File: src/rtl/bin2bcd_seq_if.sv
// Converter request/result bundle: start + binary value in, busy/done + BCD result out.
// Latency: pure wiring, no registers.
// Backpressure: none; requester must observe busy, starts while busy are dropped by the slave.
interface bin2bcd_seq_if #(
    parameter int WIDTH  = 16,
    parameter int DIGITS = 5
);
    logic                  start;
    logic [WIDTH-1:0]      bin;
    logic                  busy;
    logic                  done;
    logic [4*DIGITS-1:0]   bcd;
    logic [15:0]           disp;
    logic                  ovf;

    modport master (
        output start, bin,
        input  busy, done, bcd, disp, ovf
    );

    modport slave (
        input  start, bin,
        output busy, done, bcd, disp, ovf
    );
endinterface

File: src/rtl/bin2bcd_seq.sv
// Sequential binary-to-BCD converter (double dabble), one bit per cycle.
// Latency: start accepted at edge t -> busy t+1..t+WIDTH, done pulse + new result in t+WIDTH+1.
// Backpressure: start only accepted when busy=0 (IDLE or DONE); starts while busy are dropped.
module bin2bcd_seq #(
    parameter int WIDTH  = 16,
    parameter int DIGITS = 5
) (
    input  logic          clk,
    input  logic          RST,
    bin2bcd_seq_if.slave  io
);

    localparam int CNT_W = $clog2(WIDTH + 1);
    localparam int BCD_W = 4 * DIGITS;

    typedef enum logic [1:0] {
        IDLE  = 2'd0,
        SHIFT = 2'd1,
        DONE  = 2'd2
    } state_t;

    state_t               state;
    state_t               state_nxt;

    logic [WIDTH-1:0]     shift_q;
    logic [BCD_W-1:0]     scratch_q;
    logic [CNT_W-1:0]     cnt_q;

    logic [BCD_W-1:0]     scratch_adj;
    logic [BCD_W+WIDTH-1:0] shifted;
    logic [BCD_W-1:0]     scratch_nxt;
    logic [WIDTH-1:0]     shift_nxt;
    logic                 ovf_nxt;

    logic [BCD_W-1:0]     bcd_q;
    logic [15:0]          disp_q;
    logic                 ovf_q;
    logic                 done_q;

    logic                 accept;
    logic                 last_iter;

    // A new request is taken whenever no shift is in progress, including the DONE cycle.
    assign accept    = (state != SHIFT) && io.start;
    assign last_iter = (state == SHIFT) && (cnt_q == CNT_W'(1));

    // Add-3 correction: each scratch digit >= 5 gets +3 so the following shift carries into the next digit.
    always_comb begin
        scratch_adj = scratch_q;
        for (int d = 0; d < DIGITS; d++) begin
            if (scratch_q[4*d +: 4] >= 4'd5) begin
                scratch_adj[4*d +: 4] = scratch_q[4*d +: 4] + 4'd3;
            end
        end
    end

    // One-bit left shift of {scratch, shiftreg}; the shift register MSB enters scratch bit 0.
    assign shifted     = {scratch_adj, shift_q} << 1;
    assign scratch_nxt = shifted[BCD_W+WIDTH-1 -: BCD_W];
    assign shift_nxt   = shifted[WIDTH-1:0];

    // Overflow flag covers the digits beyond the four that reach the display.
    generate
        if (DIGITS > 4) begin : g_ovf
            assign ovf_nxt = |scratch_nxt[BCD_W-1:16];
        end else begin : g_no_ovf
            assign ovf_nxt = 1'b0;
        end
    endgenerate

    // State register.
    always_ff @(posedge clk) begin
        if (RST) begin
            state <= IDLE;
        end else begin
            state <= state_nxt;
        end
    end

    // Next-state logic: IDLE -> SHIFT on start, SHIFT for WIDTH cycles, single DONE cycle.
    always_comb begin
        state_nxt = state;
        case (state)
            IDLE:    if (io.start) state_nxt = SHIFT;
            SHIFT:   if (cnt_q == CNT_W'(1)) state_nxt = DONE;
            DONE:    state_nxt = io.start ? SHIFT : IDLE;
            default: state_nxt = IDLE;
        endcase
    end

    // Datapath: load on accept, iterate in SHIFT, publish the final scratch on the edge entering DONE
    // so the result and the done pulse appear together in the DONE cycle.
    always_ff @(posedge clk) begin
        if (RST) begin
            shift_q   <= '0;
            scratch_q <= '0;
            cnt_q     <= '0;
            bcd_q     <= '0;
            disp_q    <= '0;
            ovf_q     <= 1'b0;
            done_q    <= 1'b0;
        end else begin
            done_q <= 1'b0;
            if (accept) begin
                shift_q   <= io.bin;
                scratch_q <= '0;
                cnt_q     <= CNT_W'(WIDTH);
            end else if (state == SHIFT) begin
                shift_q   <= shift_nxt;
                scratch_q <= scratch_nxt;
                cnt_q     <= cnt_q - CNT_W'(1);
                if (last_iter) begin
                    bcd_q  <= scratch_nxt;
                    disp_q <= scratch_nxt[15:0];
                    ovf_q  <= ovf_nxt;
                    done_q <= 1'b1;
                end
            end
        end
    end

    assign io.busy = (state == SHIFT);
    assign io.done = done_q;
    assign io.bcd  = bcd_q;
    assign io.disp = disp_q;
    assign io.ovf  = ovf_q;

endmodule
File: src/flat_wrapper.sv
// flat-port wrapper written by rule: the top's interface ports become plain ports
module bin2bcd_seq_flat 
#(
    parameter int WIDTH  = 16,
    parameter int DIGITS = 5
)
  (clk, RST, io_start, io_bin, io_busy, io_done, io_bcd, io_disp, io_ovf);
  bin2bcd_seq_if #(.WIDTH(WIDTH), .DIGITS(DIGITS)) io_i ();
  input  logic clk;
  input  logic RST;
  input wire logic [$bits(io_i.start)-1:0] io_start;
  input wire logic [$bits(io_i.bin)-1:0] io_bin;
  output wire logic [$bits(io_i.busy)-1:0] io_busy;
  output wire logic [$bits(io_i.done)-1:0] io_done;
  output wire logic [$bits(io_i.bcd)-1:0] io_bcd;
  output wire logic [$bits(io_i.disp)-1:0] io_disp;
  output wire logic [$bits(io_i.ovf)-1:0] io_ovf;
  assign io_i.start = io_start;
  assign io_i.bin = io_bin;
  assign io_busy = io_i.busy;
  assign io_done = io_i.done;
  assign io_bcd = io_i.bcd;
  assign io_disp = io_i.disp;
  assign io_ovf = io_i.ovf;
  bin2bcd_seq #(.WIDTH(WIDTH), .DIGITS(DIGITS)) u_core (.clk(clk), .RST(RST), .io(io_i));
endmodule
File: config.mk
export PLATFORM = sky130hd
export DESIGN_NAME = bin2bcd_seq_flat
export DESIGN_NICKNAME = d
export VERILOG_FILES = /design/src/rtl/bin2bcd_seq_if.sv /design/src/rtl/bin2bcd_seq.sv /design/src/flat_wrapper.sv
export SDC_FILE = /design/constraint.sdc
export NUM_CORES = 1
export LEC_CHECK = 0
export CORE_ASPECT_RATIO = 0.6
export CORE_UTILIZATION = 45
export DETAILED_ROUTE_END_ITERATION = 8
export PLACE_DENSITY = 0.69
export SYNTH_ARGS = -nofsm -noshare
export SYNTH_HDL_FRONTEND = slang
export SYNTH_SLANG_ARGS = --single-unit
export TNS_END_PERCENT = 1
File: constraint.sdc
create_clock -name clk -period 2.6 [get_ports clk]
set_clock_uncertainty 0.1 [all_clocks]
set_input_delay 0.52 -clock clk [delete_from_list [all_inputs] [get_ports clk]]
set_output_delay 0.52 -clock clk [all_outputs]
set_load 0.02 [all_outputs]
==> impl_metrics.tcl <==
set metrics [dict create \
    hold_depth 2 \
    cts_root_buffer "clkbuf_16" \
    p_switching_uw 583.2 \
    drv_slew 0 \
    yosys.area_share.adder_pct 4.912 \
    path_max_fanout 2 \
    p_leak_nw 1.411 \
    synth-compound-area-share_pct 18.26 \
    dpl-instance-area_sq_um 3577 \
    dpl.cell_count 447 \
    reg2reg_depth 6 \
    ys_warn_count 0 \
    core_area_sq_um 6331 \
    grt_start_max_net_pins 52 \
    synth_seq_area_share_pct 42.57 \
    path_class "flip-flop to output pin" \
    power_frac_comb_pct 10.6 \
    cts_resized 0 \
    clkSinkCount 65 \
    pwr-share-clk_pct 46.6 \
    nNetsFinal 405 \
    dpl.hpwl_um 4362 \
    clkTransAtPathRegs_ns 0.05 \
    clock_latency_ns 0.33 \
    r2r-end "u_core.io.disp[0]$_SDFFE_PP0P_" \
    internal-power_mw 1.930 \
    syn-instance-count 335 \
    power_frac_seq_pct 42.7 \
    required_ns 1.98 \
    rsz0062_at_grt "no" \
    layout_min_cycle_time_ns 2.061 \
    via_per_inst 5.212 \
    ctsHtreeMaxLevel 3 \
    synth_xor_area_share_pct 2.292 \
    grt_pass1_vias 2279 \
    syn_avg_cell_area_sq_um 9.124 \
    ir_worst_vdd_v 0.0003112 \
    hold_end "u_core.scratch_q[17]$_SDFFE_PP0P_" \
    drc 0 \
    ff_latch_area_sq_um 1301 \
    synth_mux_area_share_pct 7.736 \
    relSlewSlack_pct 66.49 \
    ys_ff_latch 65 \
    multiInputGateArea_sq_um 1484 \
    synth_area_sq_um 3057 \
    area_growth_pct 26.52 \
    syn-num-nets 366 \
    worstMarginPinSlew_ns 0.5027 \
    synth-main-ff-cell "dfxtp_1" \
    end_kind "output pin" \
    synth_enable_flop_cells 0 \
    cts_buffer_depth 2 \
    cts_hold_buffers 0 \
    cp-start-kind "flip-flop" \
    final_cell_count_no_fill 463 \
    die_area_sq_um 7137 \
    start_util_pct 48.28 \
    vias 2413 \
    hold_path.class "flip-flop to flip-flop" \
    layout-drive-gt1-share_pct 9.499 \
    finalHoldViolations 0 \
    holdWs_ns 0.3712 \
    power_density_nw_per_um2 649.8 \
    arrival_ns 1.44 \
    cts_buffers 9 \
    grt.total_usage_pct 20.51 \
    grt_pass1_wl_um 10980 \
    rr_startpoint "u_core.cnt_q[0]$_SDFFE_PP0P_" \
    finalCritPeriodShare_pct 79.29 \
    fmax_ghz 0.4851 \
    synthArstFlopShare_pct 0 \
    synth_cell_types 31 \
    antenna_found_initial 0 \
    cts_setup_buffers 0 \
    cap_violations 0 \
    fp.dieH_um 65.84 \
    place.gp.congestion 0.7398 \
    grt-ovfl-total 0 \
    routedWlPerCell_um 14.00 \
    hp-start "u_core.scratch_q[17]$_SDFFE_PP0P_" \
    num_io_pins 58 \
    rrSetupSlack_ns 0.69 \
    fillers 561 \
    status "finished clean" \
    rows 22 \
    diodes 0 \
    setup_viol 0 \
    ant_nets 0 \
    portBuffers 57 \
    cts_tree "built" \
    synth_top_family_by_area "compound AO/OA/AOI/OAI gates" \
    fin_area_sq_um 3867 \
    synth_simple_gate_area_share_pct 15.27 \
    tns_ns 0 \
    dr.pass1.iters 4 \
    die_w_um 108.4 \
    swShare_pct 23.21 \
    drt-total-wl_um 6483 \
    drt_iter0_drc 104 \
]
## routing by layer
metal	GRT usage (%)	up-vias	routed length (um)
li1	-	1238	-
met1	27.62	1109	3426
met2	30.62	60	2695
met3	7.685	6	291
met4	5.574	0	70
met5	0	-	0
## layout by cell type, fill, tap and decap left out, types with 12 or more instances in the layout
cell	count
a211oi_1	31
o22ai_1	13
nand2_1	15
dfxtp_1	65
nand2b_1	17
clkdlybuf4s50_1	57
a21oi_1	20
ha_1	12
nor2_1	40
mux2i_1	18
inv_1	15
## critical path, cell delays in order, from the launching register on
cell and delay, ns:
dfxtp_1 0.36, nand2b_1 0.08, inv_1 0.08, clkdlybuf4s50_1 0.60
## cell usage after synthesis (all sizes together), types with 2 or more instances
master	n	area, sq um
dfxtp	65	1301
a211oi	31	232.7
nand2	15	56.30
mux2	5	56.30
buf	25	172.7
o22ai	20	168.9
mux2i	18	180.2
o21ai	8	40.04
ha	12	150.1
inv	15	56.30
nor3b	9	67.56
nor2	41	153.9
clkbuf	12	45.04
a21oi	20	100.1
nand3	4	20.02
nand2b	17	106.4
nor3	2	10.01
xnor2	7	61.31
## kinds of logic (layout without fill, tap and decap cells)
| kind of cell | count (synthesis) | count (layout) |
|---|---|---|
| AND/OR/NAND/NOR | 94 | 94 |
| AO/OA/AOI/OAI | 81 | 81 |
| flip-flops | 65 | 65 |
| buffers and inverters | 52 | 96 |
| multiplexers | 23 | 23 |
| adder cells (fa/ha/maj) | 12 | 12 |
| XOR/XNOR | 8 | 8 |
## layout make-up
| class | count | share of cell area [%] |
|---|---|---|
| Multi-Input combinational cell | 218 | 38.37 |
| Sequential cell | 65 | 33.65 |
| Timing Repair Buffer | 65 | 16.31 |
| Clock buffer | 13 | 6.470 |
| Tap cell | 84 | 2.718 |
| Inverter | 15 | 1.456 |
| Clock inverter | 3 | 1.035 |
## worst max-delay path by stage
stage	start	endpoint	slack [ns]	cells after the start
2_1_floorplan	u_core.cnt_q[0]$_SDFFE_PP0P_	u_core.io.bcd[17]$_SDFFE_PP0P_	0.84	5
3_3_place_gp	RST	u_core.io.disp[1]$_SDFFE_PP0P_	0.54	4
3_5_place_dp	RST	u_core.io.disp[9]$_SDFFE_PP0P_	0.51	3
4_1_cts	u_core.state[1]$_SDFFE_PP0P_	io_busy	0.53	3
5_1_grt	u_core.state[1]$_SDFFE_PP0P_	io_busy	0.48	3
6_report	u_core.state[0]$_SDFFE_PP0P_	io_busy	0.54	3
## sequential cells by signal, summed over array words and instances (netlist names)
signal,count
u_core.scratch_q,20
u_core.shift_q,16
u_core.io.disp,15
u_core.cnt_q,5
u_core.io.bcd,5
u_core.state,2
u_core.io.done,1
u_core.io.ovf,1
## metrics by stage
stage          power (mW)  utilization (%)  setup WS (ns)
2_1_floorplan       1.274                -         0.8368
3_3_place_gp        1.353            56.50         0.5445
3_5_place_dp        1.359            56.50         0.5081
4_1_cts             2.532            61.09         0.5284
5_1_grt             2.622            61.09         0.4830
6_report            2.513            61.09         0.5385
## power by group through the flow
| stage | Combinational (mW) | Sequential (mW) | Clock [mW] |
|---|---|---|---|
| 2_1_floorplan | 0.183 | 1.09 | 0 |
| 3_3_place_gp | 0.260 | 1.09 | 0 |
| 3_5_place_dp | 0.265 | 1.09 | 0 |
| 4_1_cts | 0.268 | 1.07 | 1.19 |
| 5_1_grt | 0.300 | 1.08 | 1.24 |
| 6_report | 0.267 | 1.07 | 1.17 |
(Power assumes the default switching activity.)
